==> src/rtl/sargantana_icache_refill_ctrl.sv <==
// Instruction-cache refill controller.
// On a lookup miss it picks a victim way, requests the line from memory,
// waits for the response and then writes the new tag into the tag array
// for exactly one cycle. Cache flushes abort or suppress refills in flight.
//
// Configuration macro: ICACHE_PLRU_EN
//   defined   : per-set 3-bit tree-PLRU replacement, updated on hits and refills
//   undefined : single global 2-bit round-robin victim counter
//
// Ports:
//   clk_i, rstn_i                  clock, async active-low reset
//   flush_i                        cache flush pulse
//   miss_i, miss_tag_i/idx_i/vbit_i lookup miss report (sampled in IDLE)
//   hit_i, hit_way_i, hit_idx_i    lookup hit report (replacement update)
//   refill_req_o/addr_o, refill_gnt_i, refill_rsp_i  memory refill handshake
//   tag_req_o/we_o/vbit_o/data_o/addr_o              tag-array write port
//   busy_o                         controller not idle
//   done_o                         refill-complete pulse
module sargantana_icache_refill_ctrl #(
  parameter int unsigned N_WAY = 4,
  parameter int unsigned TAG_W = 27,
  parameter int unsigned IDX_W = 7
) (
  input  logic                   clk_i,
  input  logic                   rstn_i,
  input  logic                   flush_i,
  input  logic                   miss_i,
  input  logic [TAG_W-1:0]       miss_tag_i,
  input  logic [IDX_W-1:0]       miss_idx_i,
  input  logic [N_WAY-1:0]       miss_vbit_i,
  input  logic                   hit_i,
  input  logic [1:0]             hit_way_i,
  input  logic [IDX_W-1:0]       hit_idx_i,
  output logic                   refill_req_o,
  output logic [TAG_W+IDX_W-1:0] refill_addr_o,
  input  logic                   refill_gnt_i,
  input  logic                   refill_rsp_i,
  output logic [N_WAY-1:0]       tag_req_o,
  output logic                   tag_we_o,
  output logic                   tag_vbit_o,
  output logic [TAG_W-1:0]       tag_data_o,
  output logic [IDX_W-1:0]       tag_addr_o,
  output logic                   busy_o,
  output logic                   done_o
);

  localparam int unsigned ADDR_W = TAG_W + IDX_W;

  localparam logic [1:0] S_IDLE  = 2'd0;
  localparam logic [1:0] S_REQ   = 2'd1;
  localparam logic [1:0] S_WAIT  = 2'd2;
  localparam logic [1:0] S_WRITE = 2'd3;

  logic [1:0]       state_q, state_d;
  logic             kill_q, kill_d;
  logic [TAG_W-1:0] tag_q, tag_d;
  logic [IDX_W-1:0] idx_q, idx_d;
  logic [1:0]       victim_q, victim_d;

  logic [1:0]       victim_sel;
  logic [1:0]       repl_victim;
  logic [N_WAY-1:0] onehot_d;
  logic             accept;
  logic             wr_commit;

  // Registered copies of the outputs
  logic              refill_req_q;
  logic [ADDR_W-1:0] refill_addr_q;
  logic [N_WAY-1:0]  tag_req_q;
  logic              tag_we_q;
  logic              tag_vbit_q;
  logic [TAG_W-1:0]  tag_data_q;
  logic [IDX_W-1:0]  tag_addr_q;
  logic              busy_q;
  logic              done_q;

  assign accept    = (state_q == S_IDLE) && miss_i && !flush_i;
  assign wr_commit = (state_q == S_WRITE) && !flush_i;

  // Victim: lowest invalid way, otherwise the replacement policy's choice
  always_comb begin
    victim_sel = repl_victim;
    for (int i = int'(N_WAY) - 1; i >= 0; i--) begin
      if (!miss_vbit_i[i]) victim_sel = 2'(i);
    end
  end

`ifdef ICACHE_PLRU_EN
  localparam int unsigned N_SET = 1 << IDX_W;

  logic [2:0] plru_q [N_SET];
  logic [2:0] plru_miss;

  // Bits point away from the most recently touched way
  function automatic logic [2:0] plru_touch(input logic [2:0] b, input logic [1:0] w);
    logic [2:0] r;
    r    = b;
    r[0] = ~w[1];
    if (w[1]) r[2] = ~w[0];
    else      r[1] = ~w[0];
    return r;
  endfunction

  assign plru_miss   = plru_q[miss_idx_i];
  assign repl_victim = plru_miss[0] ? (plru_miss[2] ? 2'd3 : 2'd2)
                                    : (plru_miss[1] ? 2'd1 : 2'd0);

  // PLRU state; a refill write wins over a hit to the same set
  always_ff @(posedge clk_i or negedge rstn_i) begin
    if (!rstn_i) begin
      for (int s = 0; s < int'(N_SET); s++) plru_q[s] <= 3'd0;
    end else if (flush_i) begin
      for (int s = 0; s < int'(N_SET); s++) plru_q[s] <= 3'd0;
    end else begin
      if (hit_i && !(wr_commit && (hit_idx_i == idx_q)))
        plru_q[hit_idx_i] <= plru_touch(plru_q[hit_idx_i], hit_way_i);
      if (wr_commit)
        plru_q[idx_q] <= plru_touch(plru_q[idx_q], victim_q);
    end
  end
`else
  logic [1:0] rr_q;
  logic       all_valid_q;
  logic       unused_hit;

  assign repl_victim = rr_q;
  assign unused_hit  = ^{hit_i, hit_way_i, hit_idx_i};

  // Round-robin advances only when a valid line was evicted
  always_ff @(posedge clk_i or negedge rstn_i) begin
    if (!rstn_i) begin
      rr_q        <= 2'd0;
      all_valid_q <= 1'b0;
    end else if (flush_i) begin
      rr_q        <= 2'd0;
      all_valid_q <= 1'b0;
    end else begin
      if (accept) all_valid_q <= &miss_vbit_i;
      if (wr_commit && all_valid_q) rr_q <= rr_q + 2'd1;
    end
  end
`endif

  // Next-state logic
  always_comb begin
    state_d  = state_q;
    kill_d   = kill_q;
    tag_d    = tag_q;
    idx_d    = idx_q;
    victim_d = victim_q;
    case (state_q)
      S_IDLE: begin
        if (accept) begin
          state_d  = S_REQ;
          tag_d    = miss_tag_i;
          idx_d    = miss_idx_i;
          victim_d = victim_sel;
        end
      end
      S_REQ: begin
        if (flush_i)           state_d = S_IDLE;
        else if (refill_gnt_i) state_d = S_WAIT;
      end
      S_WAIT: begin
        // A flush seen while waiting kills the write once the response lands
        if (refill_rsp_i) begin
          state_d = (kill_q || flush_i) ? S_IDLE : S_WRITE;
          kill_d  = 1'b0;
        end else if (flush_i) begin
          kill_d  = 1'b1;
        end
      end
      S_WRITE: state_d = S_IDLE;
      default: state_d = S_IDLE;
    endcase
  end

  always_comb begin
    onehot_d           = '0;
    onehot_d[victim_d] = 1'b1;
  end

  // State and output registers; outputs follow the next state
  always_ff @(posedge clk_i or negedge rstn_i) begin
    if (!rstn_i) begin
      state_q       <= S_IDLE;
      kill_q        <= 1'b0;
      tag_q         <= '0;
      idx_q         <= '0;
      victim_q      <= 2'd0;
      refill_req_q  <= 1'b0;
      refill_addr_q <= '0;
      tag_req_q     <= '0;
      tag_we_q      <= 1'b0;
      tag_vbit_q    <= 1'b0;
      tag_data_q    <= '0;
      tag_addr_q    <= '0;
      busy_q        <= 1'b0;
      done_q        <= 1'b0;
    end else begin
      state_q       <= state_d;
      kill_q        <= kill_d;
      tag_q         <= tag_d;
      idx_q         <= idx_d;
      victim_q      <= victim_d;
      refill_req_q  <= (state_d == S_REQ);
      refill_addr_q <= (state_d == S_REQ) ? {tag_d, idx_d} : '0;
      tag_req_q     <= (state_d == S_WRITE) ? onehot_d : '0;
      tag_we_q      <= (state_d == S_WRITE);
      tag_vbit_q    <= (state_d == S_WRITE);
      tag_data_q    <= (state_d == S_WRITE) ? tag_d : '0;
      tag_addr_q    <= (state_d == S_WRITE) ? idx_d : '0;
      busy_q        <= (state_d != S_IDLE);
      done_q        <= (state_d == S_WRITE);
    end
  end

  assign refill_req_o  = refill_req_q;
  assign refill_addr_o = refill_addr_q;
  assign tag_vbit_o    = tag_vbit_q;
  assign tag_data_o    = tag_data_q;
  assign tag_addr_o    = tag_addr_q;
  assign busy_o        = busy_q;
  // A flush landing in the write cycle must not re-validate a line the
  // tag array is clearing in that same cycle, so the strobes are gated live.
  assign tag_req_o     = tag_req_q & ~{N_WAY{flush_i}};
  assign tag_we_o      = tag_we_q & ~flush_i;
  assign done_o        = done_q & ~flush_i;

endmodule

==> config.mk <==
export PLATFORM = sky130hd
export DESIGN_NAME = sargantana_icache_refill_ctrl
export DESIGN_NICKNAME = d
export VERILOG_FILES = /design/src/rtl/sargantana_icache_refill_ctrl.sv
export SDC_FILE = /design/constraint.sdc
export NUM_CORES = 1
export LEC_CHECK = 0
export CAP_MARGIN = 20
export CORE_MARGIN = 8
export CORE_UTILIZATION = 35
export DETAILED_ROUTE_END_ITERATION = 16
export GPL_TIMING_DRIVEN = 1
export PLACE_DENSITY = 0.64
export SETUP_SLACK_MARGIN = 0.3
export SYNTH_ARGS = -nofsm -noshare
export SYNTH_HDL_FRONTEND = slang
export SYNTH_SLANG_ARGS = --single-unit
==> constraint.sdc <==
create_clock -name clk_i -period 4 [get_ports clk_i]
set_input_delay 0.8 -clock clk_i [delete_from_list [all_inputs] [get_ports clk_i]]
set_output_delay 0.8 -clock clk_i [all_outputs]
set_load 0.02 [all_outputs]
After elaboration in Yosys (flattened, before gate mapping) --
Index checks and enable logic that the tools add are counted.
Operators by class: mux-type cells 28, bitwise gates (word level) 4, reduce and logical (&&, ||, !) cells 14, $lt $le $gt $ge 2, eq/ne operators 5, add/sub/neg operators 1
Operators by type and width (number):
- 2-to-1 mux 27 bit | 3
- 2-to-1 mux 34 bit | 1
- 2-to-1 mux 2 bit | 13
- 2-to-1 mux 7 bit | 3
- one-hot mux 2 bit (4 select lines) | 1
- nonzero test 2 bit | 4
- equality test 2 bit, second input constant | 3
- logical AND 1 bit | 5
- 2-to-1 mux 1 bit | 5
- AND 4 bit | 1
- equality test 2 x 1 -> 1 bit, second input constant | 2
- 2-to-1 mux 4 bit | 1
- NOT 4 bit | 1
- AND reduction 4 bit | 1
- less-than comparator 2 x 3 -> 1 bit, second input constant | 1
- adder 2 x 1 -> 2 bit, second input constant | 1
- demux 1 bit (select 2 bit) | 1
- >= comparator 2 x 1 -> 1 bit, second input constant | 1
- zero test 2 bit | 1
- AND reduction 2 bit | 1
- AND 1 bit | 1
- zero test 1 bit | 1
- logical OR 1 bit | 1
- NOT 1 bit | 1
Word-level totals: output and inout port bits 77, flip-flop bits (word level) 117

Depth between registers and ports, before layout --
Gate-level depths: netlist of the first run.
depth in word-level cells 11, mapped depth 5, depth with buffers taken out 4

Worst setup path after synthesis of the first run --
OpenSTA, ideal clock, no wires.
path type input port to output port, from input flush_i, to output tag_we_o, cell stages on the path 3, setup slack 1.631 ns, buffers on the path 2, arrival 1.569 ns, cell sequence clkbuf_1 nor2b_1 buf_4
On the way: longest elaborated chain between the ends 2
RTL lines:
- from (decl) | RTL line 26 | input logic flush_i,
- NOT 1 bit
- AND 1 bit
- to (decl) | RTL line 39 | output logic tag_we_o,
No other way between the ends.

Final worst setup path of the first run --
from input flush_i, to output tag_we_o
On the way: longest elaborated chain between the ends 2
RTL lines:
- NOT 1 bit | RTL line 227 | assign tag_we_o = tag_we_q & ~flush_i;
- AND 1 bit
No other way between the ends.

==> flow_summary.ini, run 1 <==
[floorplan]
core_um2 = 11300
ios = 131
die_area_um2 = 15200
die_w_um = 123
start_util_pct = 35.7
fp-row-count = 39
die_h_um = 123

[clocking]
cts_sinks = 117
cts_buffers = 17
clk_latency_ns = 0.40
clock_path_buffers = 2
cts_root_buf = clkbuf_16
htree_levels = 4
postCtsHoldBufs = 0
cts_setup_buffers = 0
cts_tree = done
clk_pin_slew_worst_paths_ns = 0.05
ctsResizeCount = 0

[placed_design]
place_area_um2 = 5370
detailed_place_hpwl_um = 6410
place_inst = 568
numPortBuffers = 120
place_congestion = 0.690

[pwr]
p_comb_share_pct = 16.7
p_clk_share_pct = 43.3
pwr-share-seq_pct = 40.0
peakVddDrop_mv = 0.275
powerDensity_nw_per_um2 = 602
switchingPower_mw = 0.917
leakage_nw = 2.84
swShare_pct = 25.4
p_int_mw = 2.69

[setup_path]
start_kind = primary input
cp.arrival_ns = 2.35
critical_path_class = primary input to output port
rrSetupSlack_ns = 2.25
worstReg2RegStart = state_q[0]
crit_fanout = 13
critical_path_required_ns = 3.20
r2r-end = tag_data_o[7]
setup.worst_path.end_class = output port
reg2reg_depth = 4

[flow_run]
max_cap_viol_count = 0

[routing]
drt_wl_total_um = 9210
dr.pass1.iters = 4
first_iter_violations = 128
ant_nets = 0
drc = 0
vias = 2648
vias_per_cell = 4.41
wl_per_cell_um = 15.4

[cells_and_area]
fillers = 1034
final_core_util_pct = 53.0
drive_above_1_share_pct = 9.19
syn2layout_area_growth_pct = 48.4
nNetsFinal = 498
antennaDiodeCount = 0
finalNonFillerCells = 600
stdcell_area_um2 = 6000

[logic_synthesis]
ys_types = 28
syn_area_um2 = 4040
async_reset_ff_share_pct = 100
synth_area_leaders = dfrtp_1 (72%), mux2i_1 (8.4%), nor2_1 (6.8%)
ys_seq_area_share_pct = 72.4
synth_seq_cells = 117
yosysWarnings = 0
ys.flop_type = dfrtp_1
synth_top_area_share_pct = 72.4
netlist_instances = 312
syn_nets = 366
synth_area_per_cell_um2 = 13.0
synth-edff-count = 0
synth_top_area_cell = dfrtp_1

[hold_path]
hold_path.class = primary input to async pin

[global_route]
grt_pass1_wl_um = 14700
antenna_found_initial = 0
grt_max_degree = 67
grt_remaining_overflow = 0
gr-usage-all-layers_pct = 12.8
grt_pass1_vias = 2876

[outcome]
status = complete, no violations

[timing]
hold_viol = 0
setup_violations = 0
slew_viol_final = 0
fmax_mhz = 317
rsz0062_at_grt = false
period_minus_slack_ns = 3.15
finalSetupTns_ns = 0
worst_pin_slew_ns = 0.652
period_share_pct = 78.7
slew_headroom_pct = 56.6
fin_skew_ns = 0.00458
[how the worst max path moves through the flow]
stage,start,endpoint,slack [ns],cells past startpoint
2_1_floorplan,flush_i,tag_we_o,1.63,3
3_3_place_gp,flush_i,done_o,0.86,3
3_5_place_dp,flush_i,tag_we_o,0.84,3
4_1_cts,flush_i,tag_we_o,0.83,3
5_1_grt,flush_i,done_o,0.75,3
6_report,flush_i,tag_we_o,0.85,3
[cells in the final DEF, fill, tap and decap left out, types with 3 or more instances in the layout]
cell	netlist	final
dfrtp_1	117	117
nor2b_1	7	7
clkinv_2	0	5
clkdlybuf4s50_1	0	119
buf_4	1	6
inv_1	37	37
nand2_1	4	4
mux2i_1	34	34
nand2b_1	5	5
bufinv_16	0	4
nor2_1	73	73
clkinvlp_4	0	4
clkbuf_16	0	17
o21ai_0	3	3
[worst max-delay path, cell delays in order]
cell and delay [ns]:
clkdlybuf4s50_1 0.67, nor2b_1 0.24, clkdlybuf4s50_1 0.63
[synthesized netlist by cell type (2+ instances only)]
library cell	number
nor2b_1	7
mux2i_1	34
nand2b_1	5
o21ai_0	3
buf_8	3
dfrtp_1	117
nand4_1	2
nand2_1	4
a21oi_1	2
nand3_1	2
xor2_1	2
inv_1	37
buf_2	7
nor2_1	73
[power by group through the flow]
stage | registers [mW] | clock network (mW) | logic (mW)
after floorplan | 1.53 | 0 | 0.276
after detailed placement | 1.47 | 0 | 0.615
after global routing | 1.47 | 1.65 | 0.673
after global placement | 1.46 | 0 | 0.599
after CTS | 1.45 | 1.60 | 0.618
final | 1.44 | 1.56 | 0.603
[metrics by stage]
stage          total power, mW  worst slack [ns]  hold slack (ns)
2_1_floorplan             1.81              1.63            0.466
3_3_place_gp              2.06             0.857            0.480
3_5_place_dp              2.08             0.837            0.486
4_1_cts                   3.67             0.832            0.435
5_1_grt                   3.78             0.752            0.464
6_report                  3.61             0.850            0.420
[registers in the layout (all words and copies together) (netlist names)]
signal         count
busy_o             1
state_q            2
tag_req_q          4
kill_q             1
tag_q             27
tag_data_o        27
refill_req_o       1
victim_q           2
all_valid_q        1
done_q             1
refill_addr_o     34
idx_q              7
repl_victim        2
tag_addr_o         7
[cells by family after synthesis]
| kind of cell | count (synthesis) | share of synthesized area (%) |
|---|---|---|
| buf+inv | 50 | 5.97 |
| xor+xnor | 2 | 0.434 |
| compound gates | 10 | 1.70 |
| simple gates | 99 | 11.0 |
| mux | 34 | 8.42 |
| flops | 117 | 72.4 |
[cell type report]
type	instances	area [um^2]	share of cell area, %
flip-flops and latches	117	2930	48.8
repair buffers	126	1260	20.9
multi-input cells	145	872	14.5
clock buffers	18	439	7.32
clock inverters	14	184	3.07
well taps	143	179	2.98
inverters	37	139	2.32
[per-layer routing]
metal  part of all wire (%)  track usage [%]
met4                    1.8             6.85
met1                     37             13.3
met2                     52             21.4
met5                      0                0
met3                    8.8             5.71
Power figures use the tool's default switching activity.
==> run 2: changes to the inputs <==
==> constraint.sdc (replaced) <==
create_clock -name clk_i -period 3.3 [get_ports clk_i]
set_input_delay 0.66 -clock clk_i [delete_from_list [all_inputs] [get_ports clk_i]]
set_output_delay 0.66 -clock clk_i [all_outputs]
set_load 0.02 [all_outputs]
==> run 2 against run 1 <==
  * Utilization rose by 0.36 points
  * Sequential share of layout area fell by 0.33 points
  * Sequential power increased by 22%
  * Cell count stayed put
  * Worst setup slack lost 0.42 ns
  * Non-clock buffer count stayed put
  * Critical path type unchanged
  * Highest routed layer unchanged
==> flow_summary.ini, run 2 (synthesized netlist as in run 1, its figures left out) <==
[routing]
first_iter_violations = 104
dr.pass1.iters = 6
drc = 0
wl_per_cell_um = 15.4
drt_wl_total_um = 9240
vias_per_cell = 4.30
ant_nets = 0
vias = 2577

[floorplan]
core_um2 = 11300
fp-row-count = 39
die_w_um = 123
start_util_pct = 35.7
die_h_um = 123
ios = 131
die_area_um2 = 15200

[setup_path]
critical_path_class = primary input to output port
r2r-end = tag_data_o[11]
reg2reg_depth = 4
setup.worst_path.end_class = output port
worstReg2RegStart = state_q[1]
critical_path_required_ns = 2.64
crit_top_cell = clkdlybuf4s50_1
slowest_stage = clkdlybuf4s50_1
critPathTopFamily = buffers and inverters
crit_end = tag_we_o
crit_fanout = 13
crit_buf_inv = 2
cp.arrival_ns = 2.21
cp_slowest_stage_delay_ns = 0.67
cp_num_cells = 3
rrSetupSlack_ns = 1.48
start_kind = primary input
path_cells = clkdlybuf4s50_1 -> nor2b_1 -> clkdlybuf4s50_1
crit_start = flush_i

[timing]
slew_headroom_pct = 40.5
period_minus_slack_ns = 2.87
fin_skew_ns = 0.00758
fmax_mhz = 348
period_share_pct = 87.0
worst_pin_slew_ns = 0.892
slew_viol_final = 0
hold_viol = 0
finalSetupTns_ns = 0
setup_violations = 0
rsz0062_at_grt = false

[clocking]
clk_latency_ns = 0.39
ctsResizeCount = 0
cts_setup_buffers = 0
postCtsHoldBufs = 0
cts_root_buf = clkbuf_16
cts_tree = done
clk_pin_slew_worst_paths_ns = 0.05
cts_sinks = 117
cts_buffers = 17
htree_levels = 4
clock_path_buffers = 2

[placed_design]
numPortBuffers = 120
place_congestion = 0.692
place_area_um2 = 5390
detailed_place_hpwl_um = 6520

[global_route]
grt_remaining_overflow = 0
antenna_found_initial = 0
grt_max_degree = 74
grt_pass1_vias = 2843
grt_pass1_wl_um = 14900
gr-usage-all-layers_pct = 13.1

[pwr]
leakage_nw = 2.86
powerDensity_nw_per_um2 = 741
peakVddDrop_mv = 0.332

[cells_and_area]
largest_reg_flops = 34
layout_commonest_cell = clkdlybuf4s50_1
layout_common_cells = clkdlybuf4s50_1 (119), dfrtp_1 (117), nor2_1 (73)
antennaDiodeCount = 0
stdcell_area_um2 = 6040
drive_above_1_share_pct = 8.32
syn2layout_area_growth_pct = 49.4
nNetsFinal = 498

[outcome]
status = complete, no violations

[hold_path]
hold_path.class = primary input to async pin

[flow_run]
max_cap_viol_count = 0
[run 2: cell types whose count changed in the layout (fill, tap and decap cells not counted), moves of 2 or more]
cell | previous run | this run
clkbuf_1 | 0 | 4
clkinv_2 | 5 | 1
clkbuf_8 | 1 | 3
clkinvlp_4 | 4 | 2
[run 2: layout make-up]
| cell class | count | area (um^2) |
|---|---|---|
| fillers | 1047 | 5280 |
| flip-flops and latches | 117 | 2930 |
| repair buffers | 126 | 1270 |
| multi-input cells | 145 | 872 |
| clock buffers | 24 | 482 |
| well taps | 143 | 179 |
| clock inverters | 8 | 170 |
| inverters | 37 | 139 |
[run 2: how the worst min path moves through the flow]
stage / start / endpoint / depth (start not counted) / slack [ns]
after CTS: rstn_i / refill_addr_o[20] / 1 / 0.43
after floorplan: rstn_i / all_valid_q / 0 / 0.36
after global routing: rstn_i / tag_data_o[13] / 1 / 0.46
final: rstn_i / refill_addr_o[20] / 1 / 0.38
after global placement: tag_q[12] / tag_q[12] / 2 / 0.48
after detailed placement: tag_q[24] / tag_q[24] / 2 / 0.48
[run 2: metrics by stage]
step / utilization (%) / total power, mW / setup WS (ns) / hold slack, ns / std cells
6_report: 53.3 / 4.47 / 0.428 / 0.383 / 600
5_1_grt: 53.3 / 4.70 / 0.340 / 0.462 / 600
4_1_cts: 53.3 / 4.53 / 0.419 / 0.432 / 600
3_5_place_dp: 47.6 / 2.53 / 0.424 / 0.485 / 568
3_3_place_gp: 47.6 / 2.50 / 0.438 / 0.479 / 568
2_1_floorplan: - / 2.20 / 1.21 / 0.364 / 312
[run 2: power breakdown]
part / leakage (nW) / internal, mW / switching (mW)
Clock: 0.311 / 1.40 / 0.581
Sequential: 1.54 / 1.68 / 0.0804
Combinational: 1.01 / 0.316 / 0.420
Total: 2.86 / 3.39 / 1.08
[run 2: per-layer routing]
metal	track usage [%]	vias to the layer above	share of wire (%)
met1	14.2	1277	38
met2	22.0	65	53
met4	5.87	0	0.99
met5	0	-	0
li1	-	1228	-
met3	5.53	7	7.7
==> run 3: changes to the inputs <==
--- a/config.mk
+++ b/config.mk
@@ -9,7 +9,6 @@
 export CORE_MARGIN = 8
 export CORE_UTILIZATION = 35
 export DETAILED_ROUTE_END_ITERATION = 16
-export GPL_TIMING_DRIVEN = 1
 export PLACE_DENSITY = 0.64
 export SETUP_SLACK_MARGIN = 0.3
 export SYNTH_ARGS = -nofsm -noshare
==> results of run 3 <==
No change in the layout: final DEF, timing and power equal those of run 2.
